==> src/rtl/ttl_pkg.sv <==
// ---------------------------------------------------------------------------
// ttl_pkg
// Shared definitions for the 74xx-style clocked glue blocks.
//   - REQ_W / CODE_W : width of the request bus and of the encoded index.
//   - enc_state_t    : grant FSM state encoding (IDLE, PRESENT, GAP).
//   - prio_enc8      : 8-bit vector -> index of the highest set bit
//                      (bit 7 has the highest priority; all-zero maps to 0).
// ---------------------------------------------------------------------------
package ttl_pkg;

    localparam int REQ_W  = 8;
    localparam int CODE_W = 3;

    typedef enum logic [1:0] {
        IDLE    = 2'd0,
        PRESENT = 2'd1,
        GAP     = 2'd2
    } enc_state_t;

    // Ascending scan so that the last (highest) set bit wins.
    function automatic logic [CODE_W-1:0] prio_enc8(input logic [REQ_W-1:0] vec);
        logic [CODE_W-1:0] idx;
        idx = '0;
        for (int i = 0; i < REQ_W; i++) begin
            if (vec[i]) begin
                idx = i[CODE_W-1:0];
            end
        end
        return idx;
    endfunction

endpackage

==> src/rtl/x74148_req_encoder_sync_bus.sv <==
// ---------------------------------------------------------------------------
// sync_bus
// W-bit multi-flop synchronizer. Every bit runs through its own chain of
// STAGES flops; the chains reset to all ones so that idle (high) active-low
// request lines do not look like requests while coming out of reset.
//   clk      in   1  core clock
//   reset_n  in   1  synchronous reset, active-low
//   d        in   W  asynchronous input bus
//   q        out  W  synchronized bus (last flop of each chain)
// ---------------------------------------------------------------------------
module sync_bus #(
    parameter int W      = 8,
    parameter int STAGES = 2
) (
    input  logic         clk,
    input  logic         reset_n,
    input  logic [W-1:0] d,
    output logic [W-1:0] q
);

    genvar gi;
    generate
        for (gi = 0; gi < W; gi++) begin : g_bit
            logic [STAGES-1:0] chain_reg;

            // Shift towards the MSB; the new sample enters at bit 0.
            // Written as a shift-or so that STAGES=1 needs no special case.
            always_ff @(posedge clk) begin
                if (!reset_n) begin
                    chain_reg <= '1;
                end else begin
                    chain_reg <= (chain_reg << 1) | STAGES'(d[gi]);
                end
            end

            assign q[gi] = chain_reg[STAGES-1];
        end
    endgenerate

endmodule

==> src/rtl/x74148_req_encoder.sv <==
// ---------------------------------------------------------------------------
// x74148_req_encoder
// Clocked 8-to-3 priority encoder in the spirit of the 74148. Eight
// active-low request lines are synchronized, latched as pending bits and the
// highest pending index is offered to the consumer with a valid/ack
// handshake. Acknowledging a grant clears its pending bit (edge mode).
//
// Parameters
//   SYNC_STAGES  flops per request line in the synchronizer (1..4)
//   EDGE_MODE    1: pending latches on a synced falling edge of req_n
//                0: pending follows the synced low level of req_n
// Ports
//   clk      in   1  core clock
//   reset_n  in   1  synchronous reset, active-low
//   ei_n     in   1  enable input, active-low; gates new grants only
//   req_n    in   8  request lines, active-low, asynchronous; bit 7 highest
//   ack      in   1  consumer accepts code; honoured only while valid=1
//   code     out  3  granted index, true binary
//   valid    out  1  code is stable and awaiting ack
//   gs_n     out  1  group select, active-low (~valid)
//   eo_n     out  1  enable output, active-low: 0 when ei_n=0 and nothing pending
//   pending  out  8  latched request bits (status)
// ---------------------------------------------------------------------------
module x74148_req_encoder
    import ttl_pkg::*;
#(
    parameter int SYNC_STAGES = 2,
    parameter int EDGE_MODE   = 1
) (
    input  logic              clk,
    input  logic              reset_n,
    input  logic              ei_n,
    input  logic [REQ_W-1:0]  req_n,
    input  logic              ack,
    output logic [CODE_W-1:0] code,
    output logic              valid,
    output logic              gs_n,
    output logic              eo_n,
    output logic [REQ_W-1:0]  pending
);

    // The edge detector stays disarmed until the synchronizer has been
    // refilled after reset and s_d has caught up with it. The chains reset
    // to ones, so without this a line held low across reset would produce
    // a spurious 1->0 transition as soon as the chain fills with real
    // samples and would be re-latched as a fresh request.
    localparam int WARM_CYCLES = SYNC_STAGES + 1;

    logic [REQ_W-1:0]  s;
    logic [REQ_W-1:0]  s_d_reg;
    logic [REQ_W-1:0]  set_vec;
    logic [REQ_W-1:0]  clr_vec;
    logic [REQ_W-1:0]  pend_reg;
    logic [REQ_W-1:0]  pend_next;
    logic [2:0]        warm_reg;
    logic              armed;

    enc_state_t        state_reg;
    logic [CODE_W-1:0] code_reg;
    logic              valid_reg;
    logic              gs_n_reg;
    logic              eo_n_reg;

    // -----------------------------------------------------------------------
    // Input synchronizer
    // -----------------------------------------------------------------------
    sync_bus #(
        .W      (REQ_W),
        .STAGES (SYNC_STAGES)
    ) u_sync (
        .clk     (clk),
        .reset_n (reset_n),
        .d       (req_n),
        .q       (s)
    );

    // -----------------------------------------------------------------------
    // Edge detect and post-reset warm-up
    // -----------------------------------------------------------------------
    assign armed = (warm_reg == 3'(WARM_CYCLES));

    always_ff @(posedge clk) begin
        if (!reset_n) begin
            s_d_reg  <= '1;
            warm_reg <= '0;
        end else begin
            s_d_reg <= s;
            if (!armed) begin
                warm_reg <= warm_reg + 3'd1;
            end
        end
    end

    // -----------------------------------------------------------------------
    // Per-line set/clear terms
    // -----------------------------------------------------------------------
    genvar gi;
    generate
        for (gi = 0; gi < REQ_W; gi++) begin : g_line
            assign set_vec[gi] = armed & s_d_reg[gi] & ~s[gi];
            assign clr_vec[gi] = ack & valid_reg & (code_reg == CODE_W'(gi));
        end

        if (EDGE_MODE != 0) begin : g_edge
            // A new edge in the same cycle as the ack of that line wins, so
            // the second request is not lost.
            assign pend_next = set_vec | (pend_reg & ~clr_vec);
        end else begin : g_level
            // Level mode: the source owns the line; ack only ends the grant.
            assign pend_next = ~s;
        end
    endgenerate

    always_ff @(posedge clk) begin
        if (!reset_n) begin
            pend_reg <= '0;
        end else begin
            pend_reg <= pend_next;
        end
    end

    // -----------------------------------------------------------------------
    // Grant FSM with registered outputs. gs_n and eo_n are loaded from the
    // same next values as valid and pending so all four move together.
    // -----------------------------------------------------------------------
    always_ff @(posedge clk) begin
        if (!reset_n) begin
            state_reg <= IDLE;
            code_reg  <= '0;
            valid_reg <= 1'b0;
            gs_n_reg  <= 1'b1;
            eo_n_reg  <= 1'b1;
        end else begin
            eo_n_reg <= ei_n | (|pend_next);

            case (state_reg)
                IDLE: begin
                    if (!ei_n && (pend_reg != '0)) begin
                        code_reg  <= prio_enc8(pend_reg);
                        valid_reg <= 1'b1;
                        gs_n_reg  <= 1'b0;
                        state_reg <= PRESENT;
                    end
                end

                PRESENT: begin
                    // code is frozen here; newer or higher requests wait.
                    if (ack) begin
                        valid_reg <= 1'b0;
                        gs_n_reg  <= 1'b1;
                        state_reg <= GAP;
                    end
                end

                GAP: begin
                    // Dead cycle: the pending bit cleared by the ack becomes
                    // visible before IDLE picks the next winner.
                    state_reg <= IDLE;
                end

                default: begin
                    valid_reg <= 1'b0;
                    gs_n_reg  <= 1'b1;
                    state_reg <= IDLE;
                end
            endcase
        end
    end

    assign code    = code_reg;
    assign valid   = valid_reg;
    assign gs_n    = gs_n_reg;
    assign eo_n    = eo_n_reg;
    assign pending = pend_reg;

endmodule
==> config.mk <==
export PLATFORM = sky130hd
export DESIGN_NAME = x74148_req_encoder
export DESIGN_NICKNAME = d
export VERILOG_FILES = /design/src/rtl/ttl_pkg.sv /design/src/rtl/x74148_req_encoder_sync_bus.sv /design/src/rtl/x74148_req_encoder.sv
export SDC_FILE = /design/constraint.sdc
export NUM_CORES = 1
export LEC_CHECK = 0
export ABC_AREA = 1
export BUFFER_PORTS_ARGS = -buffer_cell sky130_fd_sc_hd__buf_2
export CORE_ASPECT_RATIO = 0.75
export CORE_UTILIZATION = 58
export CTS_CLUSTER_SIZE = 25
export DETAILED_ROUTE_END_ITERATION = 8
export HOLD_SLACK_MARGIN = 0.03
export MAX_ROUTING_LAYER = met4
export PLACE_DENSITY = 0.85
export SLEW_MARGIN = 10
export SYNTH_ARGS = -nofsm -noshare
export SYNTH_HDL_FRONTEND = slang
export SYNTH_SLANG_ARGS = --single-unit
==> constraint.sdc <==
create_clock -name clk -period 2.64 [get_ports clk]
set_input_delay 0.528 -clock clk [delete_from_list [all_inputs] [get_ports clk]]
set_output_delay 0.528 -clock clk [all_outputs]
set_load 0.01 [all_outputs]
* After elaboration in Yosys (flattened, before gate mapping)
Cells that the tools add are included.
Cells by class: add/subtract/negate cells 1, $mul 0, div/mod/pow operators 0, magnitude comparators 0, equality and inequality tests 12, shifts and indexed selects 0, muxes and demuxes 16, bitwise gates (word level) 46, reduce and logical (&&, ||, !) cells 9
Operator list (number):
- 1-bit AND | 25
- 3-bit two-way mux | 6
- 2-bit by 1-bit bitwise OR with 2-bit output | 8
- 3-bit == test (second input constant) | 4
- 3-bit by 2-bit == test with 1-bit output (second input constant) | 3
- 1-bit inverter | 9
- 8-bit AND | 1
- 8-bit inverter | 1
- 8-bit bitwise OR | 1
- 8-bit nonzero test | 1
- 8-bit OR reduction | 1
- 1-bit case mux with 3 select lines | 2
- 1-bit two-way mux | 5
- 2-bit two-way mux | 2
- 2-bit != test (second input constant) | 2
- 2-bit case mux with 2 select lines | 1
- 2-bit AND reduction | 2
- 3-bit by 1-bit adder with 3-bit output (second input constant) | 1
- 3-bit by 1-bit == test with 1-bit output (second input constant) | 1
- 3-bit zero test | 1
- 3-bit AND reduction | 1
- 2-bit by 1-bit == test with 1-bit output (second input constant) | 1
- 2-bit == test (second input constant) | 1
- 2-bit zero test | 1
- 3 further kinds | 3
Word-level totals: register bits after elaboration 43, latch bits 0, memory bits (writable) 0, memory bits (read-only) 0, input port bits 12, output and inout bits 14, word-level logic and storage cells 100, memories kept 0

* Depth between registers and ports, before layout
Gate-level depths: netlist (run 1).
depth in word-level cells 7, gate-level depth with buffers 9, gate-level depth less buffers 8

* Hierarchy
A second synthesis (run 1) with hierarchy kept.
Unflattened totals: cells, all modules 204, area total of the unflattened synthesis 1649.1 um2
Modules (own cells, without submodules):
- x74148_req_encoder | instances 1, cells an instance 146, area each 1109.8 um2, sequential area each 540.5 um2
- sync_bus | instances 1, cells an instance 58, area each 539.3 um2, sequential area each 320.3 um2

* Worst setup path after synthesis (run 1)
OpenSTA, ideal clock, no wires.
path kind reg2reg, start point register warm_reg[0], end point register eo_n_reg (netlist: eo_n), library setup time 122 ps, data arrival time 1255 ps, required time 2518 ps, setup slack 1262 ps, stages on the path, launching flop included 9, path through dfxtp_1 -> ha_1 -> ha_1 -> buf_2 -> nand2_1 -> nor2_1 -> a21oi_1 -> nand3_1 -> nand3b_1
Between the ends: word-level cells in the longest chain between the ends 6, elaborated cells between the ends (all ways) 20, those cells by class eq/ne: 1; bitwise: 18; reduce/logical: 1
RTL lines:
- from (decl) | line x74148_req_encoder.sv:55 | logic [2:0] warm_reg;
- from (signal assigned) | line x74148_req_encoder.sv:89 | warm_reg <= warm_reg + 3'd1;
- 3-bit by 2-bit == test with 1-bit output (*) | line x74148_req_encoder.sv:80 | assign armed = (warm_reg == 3'(WARM_CYCLES));
- 1-bit AND (2 in series) | line x74148_req_encoder.sv:100 | assign set_vec[gi] = armed & s_d_reg[gi] & ~s[gi];
- 8-bit bitwise OR (*) | line x74148_req_encoder.sv:107 | assign pend_next = set_vec | (pend_reg & ~clr_vec);
- 8-bit OR reduction (*) | line x74148_req_encoder.sv:134 | eo_n_reg <= ei_n | (|pend_next);
- 1-bit bitwise OR (*) | line x74148_req_encoder.sv:134
- to (signal assigned) | line x74148_req_encoder.sv:134
- to (decl) | line x74148_req_encoder.sv:62 | logic eo_n_reg;
Every way passes the cells marked *; elsewhere a longest branch is shown, timed or not. A chain may end at the register's enable or synchronous reset.

* Final worst setup path (run 1)
Same ends and word-level chain as after synthesis.

==> flow_metrics.env, run 1 <==
export IMPL_yosys_warnings=0
export IMPL_fin_crit_ns=1.591
export IMPL_synth_async_reset_ratio_pct=0
export IMPL_clockBufferDepth=2
export IMPL_numCtsBuffers=5
export IMPL_cp_common_cell="ha_1"
export IMPL_leakagePower_nw=0.7812
export IMPL_layout_nets=222
export IMPL_post_place_ws_ns=1.074
export IMPL_critical_path_max_fanout=10
export IMPL_crit_path_start_kind="register"
export IMPL_hold_depth=2
export IMPL_yosysSeqAreaShare_pct=54.56
export IMPL_placed_cell_area_mm2=0.001728
export IMPL_fin_crit_sh_pct=60.26
export IMPL_fin_worst_skew_ns=0.01250
export IMPL_worstSetupEndpointType="register"
export IMPL_grt_usage_pct=22.52
export IMPL_outcome="finished clean"
export IMPL_drive_above_1_share_pct=35.41
export IMPL_rsz0062_at_grt="false"
export IMPL_num_fill_cells=187
export IMPL_die_area_mm2=0.002935
export IMPL_yosysMostFrequentCell="dfxtp_1"
export IMPL_rows=15
export IMPL_arrival_ns=1.84
export IMPL_slew_headroom_pct=65.33
export IMPL_tightest_slew_ns=0.5193
export IMPL_rr_worst_depth=7
export IMPL_peakVddDrop_mv=0.4761
export IMPL_antenna_left=0
export IMPL_setup_viol=0
export IMPL_clock_latency_ns=0.36
export IMPL_yosys_top_cells_area="dfxtp_1 55%, or2_2 8.3%, nor2_1 7.6%"
export IMPL_synth_top_cells_by_count="43 x dfxtp_1, 32 x nor2_1, 25 x nand2_1, 21 x or2_2, 8 x inv_1"
export IMPL_maxSlewViolCount=0
export IMPL_routed_wl_um=2987
export IMPL_crit_slowest_cell="dfxtp_1"
export IMPL_hold_buffers=0
export IMPL_yosys_area_top_type="dfxtp_1"
export IMPL_postCtsSetupRepairBufs=0
export IMPL_n_antenna_cell=0
export IMPL_vias=1233
export IMPL_p_per_area_mw_per_mm2=738.9
export IMPL_largest_register_ffs=16
export IMPL_grt_overflow=0
export IMPL_gp_congestion=0.8809
export IMPL_antenna_found_initial=0
export IMPL_die_height_um=47.17
export IMPL_post_route_drc_count=0
export IMPL_core_mm2=0.002440
export IMPL_path_clk_slew_ns=0.13
export IMPL_finalHoldViolCount=0
export IMPL_numPortBuffers=25
export IMPL_clockRootBuffer="clkbuf_4"
export IMPL_syn_num_nets=194
export IMPL_first_iter_violations=99
export IMPL_avgRoutedWirePerCell_um=12.29
export IMPL_regArea_um2=860.8
export IMPL_io_pins=26
export IMPL_grt_pass1_wl_um=4733
export IMPL_syn_area_mm2=0.001578
export IMPL_synthesis_instances=180
export IMPL_fin_hold_ws_ns=0.3391
export IMPL_post_drt_via_cell_ratio=5.074
export IMPL_post_cts_resized=0
export IMPL_grt_pass1_vias=1105
export IMPL_synth_seq_cells=43
export IMPL_fin_ws_ns=1.049
export IMPL_die_w_um=62.23
export IMPL_cts_tree="done"
export IMPL_finalSetupTns_ns=0
export IMPL_stdcell_area_mm2=0.001800
export IMPL_cts_sinks=43
export IMPL_slowest_delay_ns=0.35
export IMPL_hp_class="input pin to register"
export IMPL_path_cells="ha_1 -> ha_1 -> nand2_1 -> nor2_1 -> a21oi_1 -> nand3_1 -> nand3b_1"
export IMPL_syn_area_per_cell_um2=8.765
export IMPL_setup_worst_path_class="register to register"
export IMPL_synthToLayoutAreaGrowth_pct=14.12
export IMPL_drv_cap=0
export IMPL_ys_types=24
export IMPL_timing_fmax_mhz=628.6
export IMPL_synth_main_ff_cell="dfxtp_1"
export IMPL_synth_edff_count=0
export IMPL_drt_pass1_iterations=4
export IMPL_yosysTopAreaCellShare_pct=54.56
export IMPL_start_util_pct=64.67
export IMPL_critPathRequiredTime_ns=2.89
export IMPL_final_core_util_pct=73.79
export IMPL_cts_max_level=2
export IMPL_multiInputGateArea_um2=658.1
export IMPL_grt_max_degree=38
export IMPL_hpwlAfterDp_um=2108
-- cell type report --
type / count / area share [%]
tap: 34 / 2.363
timing repair buffer: 25 / 6.949
inverter: 11 / 2.293
multi-input combinational: 122 / 36.55
clock buffer: 7 / 3.614
clock inverter: 1 / 0.4170
sequential: 43 / 47.81
-- critical path: cells and delay by family (launching register included) --
kind | cells | cell delay [ns]
adder cells (fa/ha/maj) | 2 | 0.52
AND/OR/NAND/NOR | 4 | 0.45
AO/OA/AOI/OAI | 1 | 0.18
flip-flops | 1 | 0.35
-- power breakdown --
group	switching, W	internal [W]	total (W)
logic	0.000136	0.0000873	0.000223
registers	0.0000408	0.000703	0.000744
clock network	0.000208	0.000156	0.000363
total	0.000384	0.000946	0.00133
-- layout by cell type (no fill, tap or decap) --
cell,n
nand3_4,1
nand2_1,25
clkbuf_4,5
clkinvlp_4,1
xor2_1,1
inv_1,8
or2_1,4
clkbuf_8,2
or2_2,21
o21ai_2,1
o21ai_0,2
o21bai_1,1
dfxtp_1,43
buf_2,25
a21oi_1,6
nand3b_1,2
a21oi_2,6
nor2_2,4
nor2_1,32
nand4_1,1
nor2_4,1
nand2_2,4
nand3_1,6
inv_2,3
ha_1,2
o31ai_1,2
-- path summary, 6_finish.rpt --
kind / from / to / slack (ns)
max: warm_reg[0] / eo_n / 1.05
min: req_n[1] / u_sync.g_bit[1].chain_reg[0] / 0.34
max reg2reg: warm_reg[0] / eo_n / 1.05
min reg2reg: u_sync.g_bit[3].chain_reg[0] / u_sync.g_bit[3].chain_reg[1] / 0.42
-- through the flow --
stage,power (W),cells
floorplan,0.0009094,180
global placement,0.0009639,235
detailed placement,0.0009799,235
CTS,0.001329,243
global route,0.001398,243
finish,0.001330,243
-- layer usage --
layer  vias up  routed length (µm)  track usage [%]
li1        621                   -                -
met1       545                1351            25.74
met2        59                1362            38.24
met3         8                 213            5.097
met4         0                  59            12.56
met5         -                   0                -
-- logic make-up after synthesis --
| logic type | Yosys count | share of synthesized area, % |
|---|---|---|
| and+or+nand+nor | 101 | 31.72 |
| xor gates and xnor gates | 1 | 0.5552 |
| DFF | 43 | 54.56 |
| adders and majority gates | 2 | 1.586 |
| buffers and inverters | 15 | 3.727 |
| AOI/OAI and AO/OA | 18 | 7.851 |
No activity file was read; power rests on OpenSTA's default activity.
==> run 2: changes to the inputs <==
--- a/config.mk
+++ b/config.mk
@@ -8,12 +8,12 @@
 export ABC_AREA = 1
 export BUFFER_PORTS_ARGS = -buffer_cell sky130_fd_sc_hd__buf_2
 export CORE_ASPECT_RATIO = 0.75
-export CORE_UTILIZATION = 58
+export CORE_UTILIZATION = 49
 export CTS_CLUSTER_SIZE = 25
 export DETAILED_ROUTE_END_ITERATION = 8
 export HOLD_SLACK_MARGIN = 0.03
 export MAX_ROUTING_LAYER = met4
-export PLACE_DENSITY = 0.85
+export PLACE_DENSITY = 0.77
 export SLEW_MARGIN = 10
 export SYNTH_ARGS = -nofsm -noshare
 export SYNTH_HDL_FRONTEND = slang
==> constraint.sdc (replaced) <==
create_clock -name clk -period 1.4 [get_ports clk]
set_input_delay 0.28 -clock clk [delete_from_list [all_inputs] [get_ports clk]]
set_output_delay 0.28 -clock clk [all_outputs]
set_load 0.01 [all_outputs]
==> run 2 against run 1 <==
Register-to-register slack worse by 0.97 ns; count of clock-buffer cells in the layout is 2 lower; routed wire length is 5.8% higher; critical path depth is 1 lower; combinational power is 110% higher; cell area is 7.8% higher.
==> flow_metrics.env, run 2 (same netlist as run 1, synthesis figures left out) <==
export IMPL_outcome="finished clean"
export IMPL_r2r_slack_ns=0.08
export IMPL_gp_congestion=0.9254
export IMPL_fin_crit_ns=1.324
export IMPL_r2r_end="eo_n"
export IMPL_maxSlewViolCount=0
export IMPL_grt_usage_pct=22.10
export IMPL_synthToLayoutAreaGrowth_pct=23.00
export IMPL_antenna_found_initial=0
export IMPL_clockBufferDepth=2
export IMPL_layout_commonest_cell="dfxtp_1"
export IMPL_avgRoutedWirePerCell_um=12.54
export IMPL_start_util_pct=52.61
export IMPL_numCtsBuffers=5
export IMPL_rsz0062_at_grt="true"
export IMPL_met3_length_um=161
export IMPL_n_antenna_cell=0
export IMPL_critical_path_max_fanout=4
export IMPL_num_fill_cells=251
export IMPL_drt_pass1_iterations=4
export IMPL_critPathRequiredTime_ns=1.60
export IMPL_cts_sinks=43
export IMPL_path_clk_slew_ns=0.08
export IMPL_post_route_drc_count=0
export IMPL_drv_cap=0
export IMPL_hp_start="req_n[4]"
export IMPL_p_int_w=0.002056
export IMPL_grt_pass1_vias=1216
export IMPL_peakVddDrop_mv=0.9698
export IMPL_comb_power_share_pct=16.7
export IMPL_dp_cells=244
export IMPL_finalHoldViolCount=0
export IMPL_fin_worst_skew_ns=0.008261
export IMPL_wl_met2_um=1458
export IMPL_layout_nets=228
export IMPL_core_mm2=0.002999
export IMPL_crit_path_start_kind="register"
export IMPL_p_sw_share_pct=27.33
export IMPL_tightest_slew_ns=0.5033
export IMPL_timing_fmax_mhz=755.0
export IMPL_die_area_mm2=0.003453
export IMPL_die_w_um=67.52
export IMPL_leakagePower_nw=0.8276
export IMPL_hpwlAfterDp_um=2218
export IMPL_routed_wl_um=3159
export IMPL_hold_depth=2
export IMPL_stdcell_count=252
export IMPL_clockRootBuffer="clkbuf_8"
export IMPL_cts_max_level=2
export IMPL_p_per_area_mw_per_mm2=1458
export IMPL_hp_class="input pin to register"
export IMPL_hold_buffers=0
export IMPL_fin_crit_sh_pct=94.60
export IMPL_worstSetupEndpointType="register"
export IMPL_grt_overflow=0
export IMPL_antenna_left=0
export IMPL_clock_latency_ns=0.30
export IMPL_rows=17
export IMPL_cts_tree="done"
export IMPL_fin_hold_ws_ns=0.1555
export IMPL_post_drt_via_cell_ratio=4.901
export IMPL_die_height_um=51.14
export IMPL_arrival_ns=1.52
export IMPL_power_frac_clock_pct=33.1
export IMPL_drive_above_1_share_pct=41.12
export IMPL_finalSetupTns_ns=0
export IMPL_met1_length_um=1488
export IMPL_setup_viol=0
export IMPL_first_iter_violations=66
export IMPL_top_layer_used="met4"
export IMPL_slew_headroom_pct=66.40
export IMPL_worst_hold_path_endpoint="u_sync.g_bit[4].chain_reg[0]"
export IMPL_rr_worst_depth=6
export IMPL_largest_register_ffs=16
export IMPL_grt_pass1_wl_um=5223
export IMPL_setup_worst_path_class="register to register"
export IMPL_grt_max_degree=38
export IMPL_netSwitchingPower_w=0.0007731
export IMPL_vias=1235
export IMPL_io_pins=26
export IMPL_layout_cells_most_common_list="42 x dfxtp_1, 31 x nor2_1, 25 x buf_2"
export IMPL_pwr_share_seq_pct=50.1
export IMPL_worstReg2RegStart="valid"
export IMPL_numPortBuffers=25
==> run 2: critical path, cell delays in order, from the launching register on <==
cell and delay, ns:
dfxtp_1 0.38, nand2_2 0.10, nor2_2 0.16, nand3_1 0.13
a21oi_2 0.17, nand3_1 0.11, nand3b_1 0.16
==> run 2: worst max-delay path by stage <==
stage | start | to | depth (start not counted) | slack (ns)
finish | valid | eo_n | 6 | 0.08
global route | code[0] | eo_n | 6 | -0.05
CTS | warm_reg[0] | eo_n | 7 | 0.03
detailed placement | warm_reg[0] | eo_n | 7 | -0.09
global placement | warm_reg[0] | eo_n | 7 | -0.05
floorplan | warm_reg[0] | eo_n | 8 | 0.02
==> run 2: what timing repair did <==
item / CTS / global route
resized for setup: 3 / 9
endpoints found under the setup margin: 3 / 4
pin swaps: 0 / 1
buffers inserted: 1 / 0
==> run 2: power groups by stage <==
stage	Combinational [W]	Sequential (W)	Clock [W]
finish	0.000473	0.00142	0.000938
global route	0.000553	0.00143	0.00101
CTS	0.000460	0.00140	0.000949
detailed placement	0.000436	0.00143	0
global placement	0.000419	0.00142	0
floorplan	0.000283	0.00143	0
==> run 2: through the flow <==
| step | util [%] | cell area, µm² | power [W] | setup slack [ns] |
|---|---|---|---|---|
| 2_1_floorplan | - | 1578 | 0.001715 | 0.02221 |
| 3_3_place_gp | 59.03 | 1770 | 0.001840 | -0.04949 |
| 3_5_place_dp | 59.03 | 1770 | 0.001868 | -0.09418 |
| 4_1_cts | 63.33 | 1899 | 0.002813 | 0.03484 |
| 5_1_grt | 64.71 | 1941 | 0.002995 | -0.04833 |
| 6_report | 64.71 | 1941 | 0.002829 | 0.07554 |
==> run 2: area by class of cell <==
cell class | count | area [µm²] | area share [%]
clock buffer | 5 | 68.82 | 3.546
clock inverter | 2 | 37.54 | 1.934
inverter | 11 | 41.29 | 2.128
multi-input combinational | 122 | 713.2 | 36.75
sequential | 43 | 862.1 | 44.42
tap | 38 | 47.55 | 2.450
timing repair buffer | 31 | 170.2 | 8.769
==> run 2: layer usage <==
layer | global-route usage (%) | up-vias
met5 | - | -
met3 | 8.036 | 4
met1 | 25.63 | 567
li1 | - | 631
met2 | 34.16 | 33
met4 | 9.574 | 0
